--- config.mk ---
export PLATFORM = sky130hd
export DESIGN_NAME = multicycle_ctl
export DESIGN_NICKNAME = d
export VERILOG_FILES = /design/src/rtl/multicycle_pkg.sv /design/src/rtl/multicycle_pc_next.sv /design/src/rtl/multicycle_ctl.sv
export SDC_FILE = /design/constraint.sdc
export NUM_CORES = 1
export LEC_CHECK = 0
export ABC_AREA = 0
export CORE_ASPECT_RATIO = 2
export CORE_MARGIN = 2
export CORE_UTILIZATION = 30
export CTS_CLUSTER_SIZE = 24
export DETAILED_ROUTE_END_ITERATION = 10
export SETUP_SLACK_MARGIN = 0.2
export SLEW_MARGIN = 0
export SYNTH_ARGS = -nofsm -noshare
export SYNTH_HDL_FRONTEND = slang
export SYNTH_HIERARCHICAL = 1
export SYNTH_SLANG_ARGS = --single-unit
--- constraint.sdc ---
create_clock -name clk -period 4.9 [get_ports clk]
set_input_delay 0.49 -clock clk [delete_from_list [all_inputs] [get_ports clk]]
set_output_delay 0.49 -clock clk [all_outputs]
set_load 0.01 [all_outputs]
--- src/rtl/multicycle_pkg.sv ---
// Shared types and constants for the multicycle RISC-V sequencer.
package multicycle_pkg;

  typedef enum logic [2:0] {
    S_FETCH  = 3'd0,
    S_DECODE = 3'd1,
    S_EXEC   = 3'd2,
    S_MEM    = 3'd3,
    S_WB     = 3'd4,
    S_HALT   = 3'd5
  } state_e;

  localparam logic [6:0] OP_R   = 7'h33;
  localparam logic [6:0] OP_I   = 7'h13;
  localparam logic [6:0] OP_LD  = 7'h03;
  localparam logic [6:0] OP_ST  = 7'h23;
  localparam logic [6:0] OP_BR  = 7'h63;
  localparam logic [6:0] OP_JAL = 7'h6F;

  localparam logic [2:0] ALU_ADD = 3'b010;
  localparam logic [2:0] ALU_SUB = 3'b110;

  typedef enum logic [2:0] {
    C_R, C_I, C_LD, C_ST, C_BR, C_JAL, C_BAD
  } iclass_e;

  typedef enum logic [1:0] {
    PC_SEQ, PC_BR, PC_JAL
  } pc_sel_e;

  function automatic iclass_e decode_op(input logic [6:0] op);
    iclass_e c;
    case (op)
      OP_R:    c = C_R;
      OP_I:    c = C_I;
      OP_LD:   c = C_LD;
      OP_ST:   c = C_ST;
      OP_BR:   c = C_BR;
      OP_JAL:  c = C_JAL;
      default: c = C_BAD;
    endcase
    return c;
  endfunction

endpackage

--- src/rtl/multicycle_pc_next.sv ---
// Next-PC select: sequential, branch-taken, or JAL (offsets in halfwords).
module multicycle_pc_next
  import multicycle_pkg::*;
#(
  parameter int XLEN = 32
) (
  input  logic [XLEN-1:0] pc_i,
  input  logic [XLEN-1:0] imm_i,
  input  logic [XLEN-1:0] jtarget_i,
  input  pc_sel_e         sel_i,
  output logic [XLEN-1:0] pc_o
);

  always_comb begin
    case (sel_i)
      PC_BR:   pc_o = pc_i + (imm_i << 1);
      PC_JAL:  pc_o = pc_i + (jtarget_i << 1);
      default: pc_o = pc_i + XLEN'(4);
    endcase
  end

endmodule

--- src/rtl/multicycle_ctl.sv ---
// Multicycle sequencer: owns the PC and drives datapath controls from state.
// Define MULTICYCLE_CTL_PERF_EN to add the cycle/instret performance counters.
module multicycle_ctl
  import multicycle_pkg::*;
#(
  parameter int              XLEN     = 32,
  parameter logic [XLEN-1:0] RESET_PC = 32'h28,
  parameter int              CNT_W    = 32
) (
  input  logic            clk,
  input  logic            reset,
  input  logic [31:0]     ins,
  input  logic [XLEN-1:0] imm,
  input  logic [XLEN-1:0] jtarget,
  input  logic            zero,
  input  logic            mem_ready,
  output logic [XLEN-1:0] pc,
  output logic            ir_load,
  output logic            reg_write,
  output logic            alu_src,
  output logic            mem_read,
  output logic            mem_write,
  output logic            mem2reg,
  output logic [2:0]      alu_op,
  output logic [2:0]      state,
  output logic            illegal,
  output logic            retired
`ifdef MULTICYCLE_CTL_PERF_EN
  ,
  output logic [CNT_W-1:0] cycle_cnt,
  output logic [CNT_W-1:0] instret_cnt
`endif
);

  state_e          state_q, state_d;
  iclass_e         cls_q, cls_d;
  logic [XLEN-1:0] pc_q, pc_nxt;
  logic            illegal_q, illegal_d;
  logic            boot_q;
  logic            pc_we;
  pc_sel_e         pc_sel;
  logic            unused_ins;

  assign unused_ins = ^ins[31:7];

  multicycle_pc_next #(.XLEN(XLEN)) u_pc_next (
    .pc_i      (pc_q),
    .imm_i     (imm),
    .jtarget_i (jtarget),
    .sel_i     (pc_sel),
    .pc_o      (pc_nxt)
  );

  always_comb begin
    state_d   = state_q;
    cls_d     = cls_q;
    illegal_d = illegal_q;
    pc_we     = 1'b0;
    pc_sel    = PC_SEQ;
    ir_load   = 1'b0;
    reg_write = 1'b0;
    alu_src   = 1'b0;
    mem_read  = 1'b0;
    mem_write = 1'b0;
    mem2reg   = 1'b0;
    alu_op    = 3'b000;
    retired   = 1'b0;
    case (state_q)
      S_FETCH: begin
        // The first cycle after reset is quiet so controls read all-zero.
        if (!boot_q) begin
          mem_read = 1'b1;
          if (mem_ready) begin
            ir_load = 1'b1;
            cls_d   = decode_op(ins[6:0]);
            state_d = S_DECODE;
          end
        end
      end
      S_DECODE: begin
        if (cls_q == C_BAD) begin
          state_d   = S_HALT;
          illegal_d = 1'b1;
        end else begin
          state_d = S_EXEC;
        end
      end
      S_EXEC: begin
        case (cls_q)
          C_R: begin
            alu_op  = ALU_ADD;
            state_d = S_WB;
          end
          C_I, C_JAL: begin
            alu_src = 1'b1;
            alu_op  = ALU_ADD;
            state_d = S_WB;
          end
          C_LD, C_ST: begin
            alu_src = 1'b1;
            alu_op  = ALU_ADD;
            state_d = S_MEM;
          end
          C_BR: begin
            alu_op  = ALU_SUB;
            retired = 1'b1;
            pc_we   = 1'b1;
            if (zero) pc_sel = PC_BR;
            state_d = S_FETCH;
          end
          default: state_d = S_HALT;
        endcase
      end
      S_MEM: begin
        if (cls_q == C_ST) mem_write = 1'b1;
        else               mem_read  = 1'b1;
        if (mem_ready) begin
          if (cls_q == C_ST) begin
            // Store retires on the accepting cycle only, keeping retired a pulse.
            retired = 1'b1;
            pc_we   = 1'b1;
            state_d = S_FETCH;
          end else begin
            state_d = S_WB;
          end
        end
      end
      S_WB: begin
        reg_write = 1'b1;
        mem2reg   = (cls_q == C_LD);
        retired   = 1'b1;
        pc_we     = 1'b1;
        if (cls_q == C_JAL) pc_sel = PC_JAL;
        state_d   = S_FETCH;
      end
      S_HALT: state_d = S_HALT;
      default: state_d = S_FETCH;
    endcase
  end

  always_ff @(posedge clk) begin
    if (reset) begin
      state_q   <= S_FETCH;
      cls_q     <= C_R;
      pc_q      <= RESET_PC;
      illegal_q <= 1'b0;
      boot_q    <= 1'b1;
    end else begin
      state_q   <= state_d;
      cls_q     <= cls_d;
      illegal_q <= illegal_d;
      boot_q    <= 1'b0;
      if (pc_we) pc_q <= pc_nxt;
    end
  end

  assign pc      = pc_q;
  assign state   = state_q;
  assign illegal = illegal_q;

`ifdef MULTICYCLE_CTL_PERF_EN
  logic [CNT_W-1:0] cyc_q, ret_q;

  always_ff @(posedge clk) begin
    if (reset) begin
      cyc_q <= '0;
      ret_q <= '0;
    end else begin
      cyc_q <= cyc_q + CNT_W'(1);
      if (retired) ret_q <= ret_q + CNT_W'(1);
    end
  end

  assign cycle_cnt   = cyc_q;
  assign instret_cnt = ret_q;
`endif

endmodule

==> results.rst, run 1 <==
.. list-table::
   :header-rows: 1

   * - Metric
     - Value
   * - Area share of the leading cell type in the synthesized netlist
     - 16.46%
   * - Number of enable-type register cells in the synthesized netlist
     - 0
   * - Clock Power Share
     - 40.0%
   * - Total standard cell area after synthesis
     - 0.004866 sq mm
   * - Worst slew slack as a fraction of its limit
     - 31.05%
   * - Remaining Overflow, GRT
     - 0
   * - Post-CTS Setup Inserts
     - 0
   * - Via count of the first global-routing pass
     - 4958
   * - Antenna viol nets, final
     - 0
   * - Count of max-cap constraint violations
     - 0
   * - Worst Path Class, Setup
     - reg2reg
   * - Number of vias in the routed layout
     - 4781
   * - Diode insertion count for antenna repair
     - 0
   * - Initial Utilization
     - 30.68%
   * - Largest buffer count on any clock path
     - 2
   * - Most area-consuming cells after synthesis
     - sky130_fd_sc_hd__dfxtp_1 16%, sky130_fd_sc_hd__ha_1 9.0%, sky130_fd_sc_hd__nand2b_1 9.0%
   * - Placeable Area
     - 0.01586 sq mm
   * - Biggest fanout along the worst timing path
     - 10
   * - RSZ-0062 raised after global routing
     - no
   * - Internal portion of total power
     - 712.5 uW
   * - Clock net sink count
     - 40
   * - Num CTS Buffers
     - 5
   * - Worst VDD drop
     - 0.0001190 V
   * - Leading area contributor after synthesis
     - sky130_fd_sc_hd__dfxtp_1
   * - Final Wtd Congestion
     - 0.9050
   * - Mean instance size in the synthesized netlist
     - 7.836 sq um
   * - DPL Wire Length
     - 11180 um
   * - Hold WS
     - 492.8 ps
   * - Number of filler instances in the final layout
     - 1659
   * - Number of warnings issued by yosys
     - 6
   * - Wire length of the first global-routing pass
     - 23230 um
   * - Power, Total
     - 991.4 uW
   * - Chip width
     - 94.06 um
   * - Slew of the pin with the lowest slew margin
     - 1034 ps
   * - Ratio of cells with drive above 1 in the final layout
     - 9.366%
   * - Number of input and output port buffers inserted
     - 117
   * - FP Rows
     - 65
   * - Post-Route Utilization
     - 40.25%
   * - Global-route usage over all layers
     - 16.81%
   * - Sequential fraction of the synthesis area
     - 16.46%
   * - DRC violation count after routing
     - 0
   * - Fraction of power consumed by sequential logic
     - 34.4%
   * - Die Height
     - 184.1 um
   * - Status
     - finished, final reports clean
   * - CTS H-Tree Depth
     - 2
   * - Area after detailed placement
     - 0.006201 sq mm
   * - Final Setup Violations
     - 0
   * - First-iteration detailed-routing DRC count
     - 203
   * - Leading register cell type out of synthesis
     - sky130_fd_sc_hd__dfxtp_1
   * - Switching power
     - 278.9 uW
   * - Synthesized instance count
     - 621
   * - Maximum number of pins on one net before global-route repair
     - 73
   * - Clock Pin Slew Worst Setup and Hold Paths
     - 70 ps
   * - Commonest cells in the netlist
     - 70 x sky130_fd_sc_hd__nand2b_1, 51 x sky130_fd_sc_hd__nand2_1, 44 x sky130_fd_sc_hd__a21oi_1
   * - Combinational power share
     - 25.7%
   * - Peak clock frequency supported by timing
     - 220.6 MHz
   * - Kind of end point of the critical path
     - flop
   * - Share of the clock period used by the worst path after layout
     - 92.50%
   * - Relative area change from synthesis to final layout
     - 31.19%
   * - Fin Clk Skew
     - 5.104 ps
   * - Number of nets in the finished design
     - 861
   * - Crit path launch type
     - flop
   * - Power density over cell area
     - 155.3 mW/mm^2
   * - Final wirelength
     - 14420 um
   * - Most common cell in the netlist
     - sky130_fd_sc_hd__nand2b_1
   * - Data arrival time of the worst path
     - 4760 ps
   * - Path category of the worst min-delay check
     - reg2reg
   * - Number of failing hold endpoints at the final stage
     - 0
   * - Final non-filler cell area
     - 0.006384 sq mm
   * - Final worst path period need
     - 4532 ps
   * - CP required
     - 5120 ps
   * - Flop and latch count out of synthesis
     - 40
   * - Clk Tree Root Cell
     - sky130_fd_sc_hd__clkbuf_16
   * - Number of pins with negative max-slew slack in the final report
     - 0
   * - Synth async-reset ratio
     - 0%
   * - Mean routed wirelength per cell
     - 15.55 um
   * - First drt pass iteration count
     - 5
   * - Ports placed on the boundary
     - 146
   * - Net count after synthesis
     - 757
   * - Leak pwr
     - 0.002557 uW
   * - Routed vias/inst
     - 5.157
   * - Die area
     - 0.01732 sq mm
   * - Initial antenna violation count
     - 0
   * - Clock tree from TritonCTS
     - yes
   * - Sw Share
     - 28.14%
   * - Sum of negative setup slack
     - 0 ps
   * - Library cells used by synthesis
     - 66
   * - Clk Latency, worst-skew pair
     - 290 ps
[power by group through the flow]
stage               Clock (uW)  Sequential [uW]  Combinational (uW)
floorplan                    0              347                 149
global placement             0              348                 254
detailed placement           0              348                 255
CTS                        410              340                 257
global route               421              342                 279
finish                     396              341                 254
[metrics by stage]
stage,worst slack (ps),instances
after floorplan,299.9,621
after global placement,365.2,919
after detailed placement,342.1,919
after CTS,320.7,927
after global routing,202.7,927
final,367.7,927
[critical path, cell delays in order, from the launching register on]
cell                        delay (ps)
sky130_fd_sc_hd__dfxtp_1           340
sky130_fd_sc_hd__nand2b_2          230
sky130_fd_sc_hd__nor4_4            340
sky130_fd_sc_hd__and2_1            180
sky130_fd_sc_hd__inv_1              40
sky130_fd_sc_hd__ha_2              200
sky130_fd_sc_hd__buf_4             180
sky130_fd_sc_hd__mux2_2            310
sky130_fd_sc_hd__fa_1              430
sky130_fd_sc_hd__a21oi_1           220
sky130_fd_sc_hd__o22ai_1           210
sky130_fd_sc_hd__o311a_4           380
sky130_fd_sc_hd__a211oi_4          290
sky130_fd_sc_hd__a2111oi_2         130
sky130_fd_sc_hd__or3_1             390
sky130_fd_sc_hd__a31oi_1           200
sky130_fd_sc_hd__xor2_1            170
sky130_fd_sc_hd__nand2b_1           70
sky130_fd_sc_hd__mux2i_1           110
[registers in the layout, summed over array words and instances (netlist names)]
register / cells
illegal: 1
pc: 32
state: 3
boot_q: 1
cls_q: 3
[metal layers]
layer	part of all wire, %	vias up	track usage [%]
met5	0	-	0
met4	3.0	0	7.130
met3	3.5	28	2.085
met2	57	114	34.31
met1	36	2223	16.02
li1	-	2416	-
[cell type report]
class	instances	area [sq um]	share of cell area [%]
clock inverters	3	46.29	0.7252
flip-flops and latches	40	800.8	12.54
clock buffers	5	125.1	1.960
well taps	201	251.5	3.940
multi-input cells	529	3829	59.98
repair buffers	129	1256	19.68
inverters	20	75.07	1.176
[logic make-up (layout without fill, tap and decap cells)]
group	after synthesis	in the layout	share of synthesized area, %
AND/OR/NAND/NOR	233	233	26.25
AO/OA/AOI/OAI	145	145	19.67
multiplexers	65	65	14.17
buffers and inverters	52	157	5.143
XOR/XNOR	49	49	8.820
flip-flops	40	40	16.46
adder cells (fa/ha/maj)	36	36	9.411
other	1	1	0.07707
[placed cells by master (no fill, tap or decap), drive strengths merged, types with 5 or more instances in the layout]
master	count
nand4	10
nand3	18
mux2i	34
clkdlybuf4s50	116
o31ai	7
dfxtp	40
xnor2	29
a21oi	44
o21bai	5
a21o	12
o21a	8
a31oi	7
nor2	36
nand2	51
xor2	20
clkbuf	5
nor3b	5
nand2b	71
ha	35
inv	21
o21ai	34
buf	13
a211oi	8
mux2	31
nor3	15
[worst paths after layout]
path                                from  endpoint  slack (ps)  depth (start not counted)
worst min-delay path               pc[0]     pc[0]         490                          2
worst min register to register     pc[0]     pc[0]         490                          2
worst max register to register  state[2]    pc[31]         370                         18
worst max-delay path            state[2]    pc[31]         370                         18
[what timing repair did]
action                     in CTS  in global routing
setup endpoints to repair       0                  3
hold buffers                    0                  0
resized for setup               0                  2
No activity file was read; power rests on OpenSTA's default activity.
==> inputs of run 2 (changes only) <==
--- a/config.mk
+++ b/config.mk
@@ -17,3 +17,4 @@
 export SYNTH_HDL_FRONTEND = slang
 export SYNTH_HIERARCHICAL = 1
 export SYNTH_SLANG_ARGS = --single-unit
+export TNS_END_PERCENT = 50
==> constraint.sdc (replaced) <==
create_clock -name clk -period 5.9 [get_ports clk]
set_input_delay 0.59 -clock clk [delete_from_list [all_inputs] [get_ports clk]]
set_output_delay 0.59 -clock clk [all_outputs]
set_load 0.01 [all_outputs]
==> results.rst, run 2 (synthesis gave the netlist of run 1 again) <==
.. list-table::
   :header-rows: 1

   * - Metric
     - Value
   * - Maximum number of pins on one net before global-route repair
     - 73
   * - Remaining Overflow, GRT
     - 0
   * - Ports placed on the boundary
     - 146
   * - Power density over cell area
     - 131.7 mW/mm^2
   * - Final Wtd Congestion
     - 0.8655
   * - Worst slew slack as a fraction of its limit
     - 33.12%
   * - Wire length of the first global-routing pass
     - 22940 um
   * - Leading cell type in the layout, fill and taps excluded
     - sky130_fd_sc_hd__clkdlybuf4s50_1
   * - Diode insertion count for antenna repair
     - 0
   * - Ratio of cells with drive above 1 in the final layout
     - 7.961%
   * - Number of input and output port buffers inserted
     - 117
   * - DRC violation count after routing
     - 0
   * - Clk Tree Root Cell
     - sky130_fd_sc_hd__clkbuf_16
   * - CTS H-Tree Depth
     - 2
   * - Number of pins with negative max-slew slack in the final report
     - 0
   * - Final wirelength
     - 14070 um
   * - Clock Pin Slew Worst Setup and Hold Paths
     - 70 ps
   * - Crit path launch type
     - flop
   * - Slew of the pin with the lowest slew margin
     - 1003 ps
   * - Relative area change from synthesis to final layout
     - 29.54%
   * - Mean routed wirelength per cell
     - 15.34 um
   * - Initial antenna violation count
     - 0
   * - FP Rows
     - 65
   * - Cts-stage hold buffer count
     - 0
   * - Number of nets in the finished design
     - 851
   * - Sum of negative setup slack
     - 0 ps
   * - Worst VDD drop
     - 0.00009566 V
   * - Kind of end point of the critical path
     - flop
   * - Die area
     - 0.01732 sq mm
   * - Final worst path period need
     - 4938 ps
   * - Clock net sink count
     - 40
   * - Fin Clk Skew
     - 9.027 ps
   * - Global-route usage over all layers
     - 16.71%
   * - Non-Filler Instances
     - 917
   * - Commonest cells after routing, fill and taps aside
     - 116 x sky130_fd_sc_hd__clkdlybuf4s50_1, 70 x sky130_fd_sc_hd__nand2b_1, 51 x sky130_fd_sc_hd__nand2_1
   * - Final Setup Violations
     - 0
   * - Number of cells traversed by the worst register-to-register path
     - 18
   * - Chip width
     - 94.06 um
   * - Start point of the critical path
     - state[1]
   * - DPL Wire Length
     - 10850 um
   * - Data arrival time of the worst path
     - 5160 ps
   * - Power, Total
     - 829.9 uW
   * - Num CTS Buffers
     - 5
   * - Routed vias/inst
     - 5.138
   * - Placeable Area
     - 0.01586 sq mm
   * - Clk Latency, worst-skew pair
     - 300 ps
   * - Path category of the worst min-delay check
     - reg2reg
   * - Number of vias in the routed layout
     - 4712
   * - Status
     - finished, final reports clean
   * - First-iteration detailed-routing DRC count
     - 166
   * - Share of the clock period used by the worst path after layout
     - 83.70%
   * - Initial Utilization
     - 30.68%
   * - Largest buffer count on any clock path
     - 2
   * - Flip-flop count of the largest register after layout
     - 32
   * - Die Height
     - 184.1 um
   * - First drt pass iteration count
     - 4
   * - Clock tree from TritonCTS
     - yes
   * - Via count of the first global-routing pass
     - 4823
   * - Number of failing hold endpoints at the final stage
     - 0
   * - Antenna viol nets, final
     - 0
   * - Register-to-register setup slack
     - 960 ps
   * - Count of max-cap constraint violations
     - 0
   * - Endpoint of the lowest-slack register-to-register path
     - pc[31]
   * - Resize count post-CTS
     - 0
   * - CP required
     - 6130 ps
   * - Placed Cells
     - 909
   * - Biggest fanout along the worst timing path
     - 17
   * - Post-CTS Setup Inserts
     - 0
   * - Critical Path Sink
     - pc[31]
   * - Worst Path Class, Setup
     - reg2reg
   * - Launch point of the worst reg-to-reg path
     - state[1]
   * - Peak clock frequency supported by timing
     - 202.5 MHz
   * - Leak pwr
     - 0.002512 uW
   * - RSZ-0062 raised after global routing
     - no
## run 2: cell count changes in the layout (fill, tap and decap cells not counted)
cell,before,now
sky130_fd_sc_hd__nor3_4,1,0
sky130_fd_sc_hd__a2111oi_1,0,1
sky130_fd_sc_hd__clkinvlp_4,1,0
sky130_fd_sc_hd__clkbuf_8,0,1
sky130_fd_sc_hd__a2111oi_2,2,1
sky130_fd_sc_hd__nor3_2,2,3
sky130_fd_sc_hd__clkinv_4,0,1
sky130_fd_sc_hd__buf_4,12,2
sky130_fd_sc_hd__inv_6,1,0
## run 2: worst min-delay path by stage
stage,startpoint,end,slack [ps],cells after the start
after floorplan,illegal,illegal,500,2
after global placement,illegal,illegal,450,2
after detailed placement,illegal,illegal,470,2
after CTS,illegal,illegal,480,2
after global routing,illegal,illegal,550,2
final,illegal,illegal,480,2
## run 2: final cells by class
type	count	area, sq um
clock buffer	6	138.9
inverter	20	75.07
sequential	40	800.8
timing repair buffer	119	1181
fill	1660	9555
clock inverter	2	38.79
tap	201	251.5
multi-input combinational	529	3817
## run 2: report_power, final
part	switching (uW)	total, uW	internal, uW	leakage, uW
sequential	15.7	290	275	0.000323
clock	130	343	213	0.0000871
combinational	85.9	197	111	0.00210
total	232	830	598	0.00251
## run 2: worst max-delay path, cell delays in order, from the launching register on
cell	delay [ps]
sky130_fd_sc_hd__dfxtp_1	720
sky130_fd_sc_hd__nand2b_2	180
sky130_fd_sc_hd__nor4_4	350
sky130_fd_sc_hd__and2_1	180
sky130_fd_sc_hd__inv_1	40
sky130_fd_sc_hd__ha_2	280
sky130_fd_sc_hd__mux2_2	310
sky130_fd_sc_hd__ha_1	210
sky130_fd_sc_hd__fa_1	420
sky130_fd_sc_hd__a21oi_1	220
sky130_fd_sc_hd__o22ai_1	210
sky130_fd_sc_hd__o311a_4	380
sky130_fd_sc_hd__a211oi_4	270
sky130_fd_sc_hd__a2111oi_1	160
sky130_fd_sc_hd__or3_1	390
sky130_fd_sc_hd__a31oi_1	200
sky130_fd_sc_hd__xor2_1	160
sky130_fd_sc_hd__nand2b_1	70
sky130_fd_sc_hd__mux2i_1	120
## run 2: stage by stage
stage | utilization (%) | setup WS (ps) | hold WS [ps] | area (sq um)
6_report | 39.75 | 962.0 | 484.8 | 6304
5_1_grt | 39.75 | 541.8 | 547.9 | 6304
4_1_cts | 39.75 | 877.5 | 482.9 | 6304
3_5_place_dp | 38.63 | 914.0 | 467.9 | 6126
3_3_place_gp | 38.63 | 969.5 | 451.6 | 6126
2_1_floorplan | - | 1300 | 505.0 | 4866
## run 2: routing by layer
metal | wire [um] | track usage (%)
met5 | 0 | 0
met4 | 438 | 7.130
met3 | 523 | 2.249
met2 | 7941 | 33.54
met1 | 5162 | 16.32
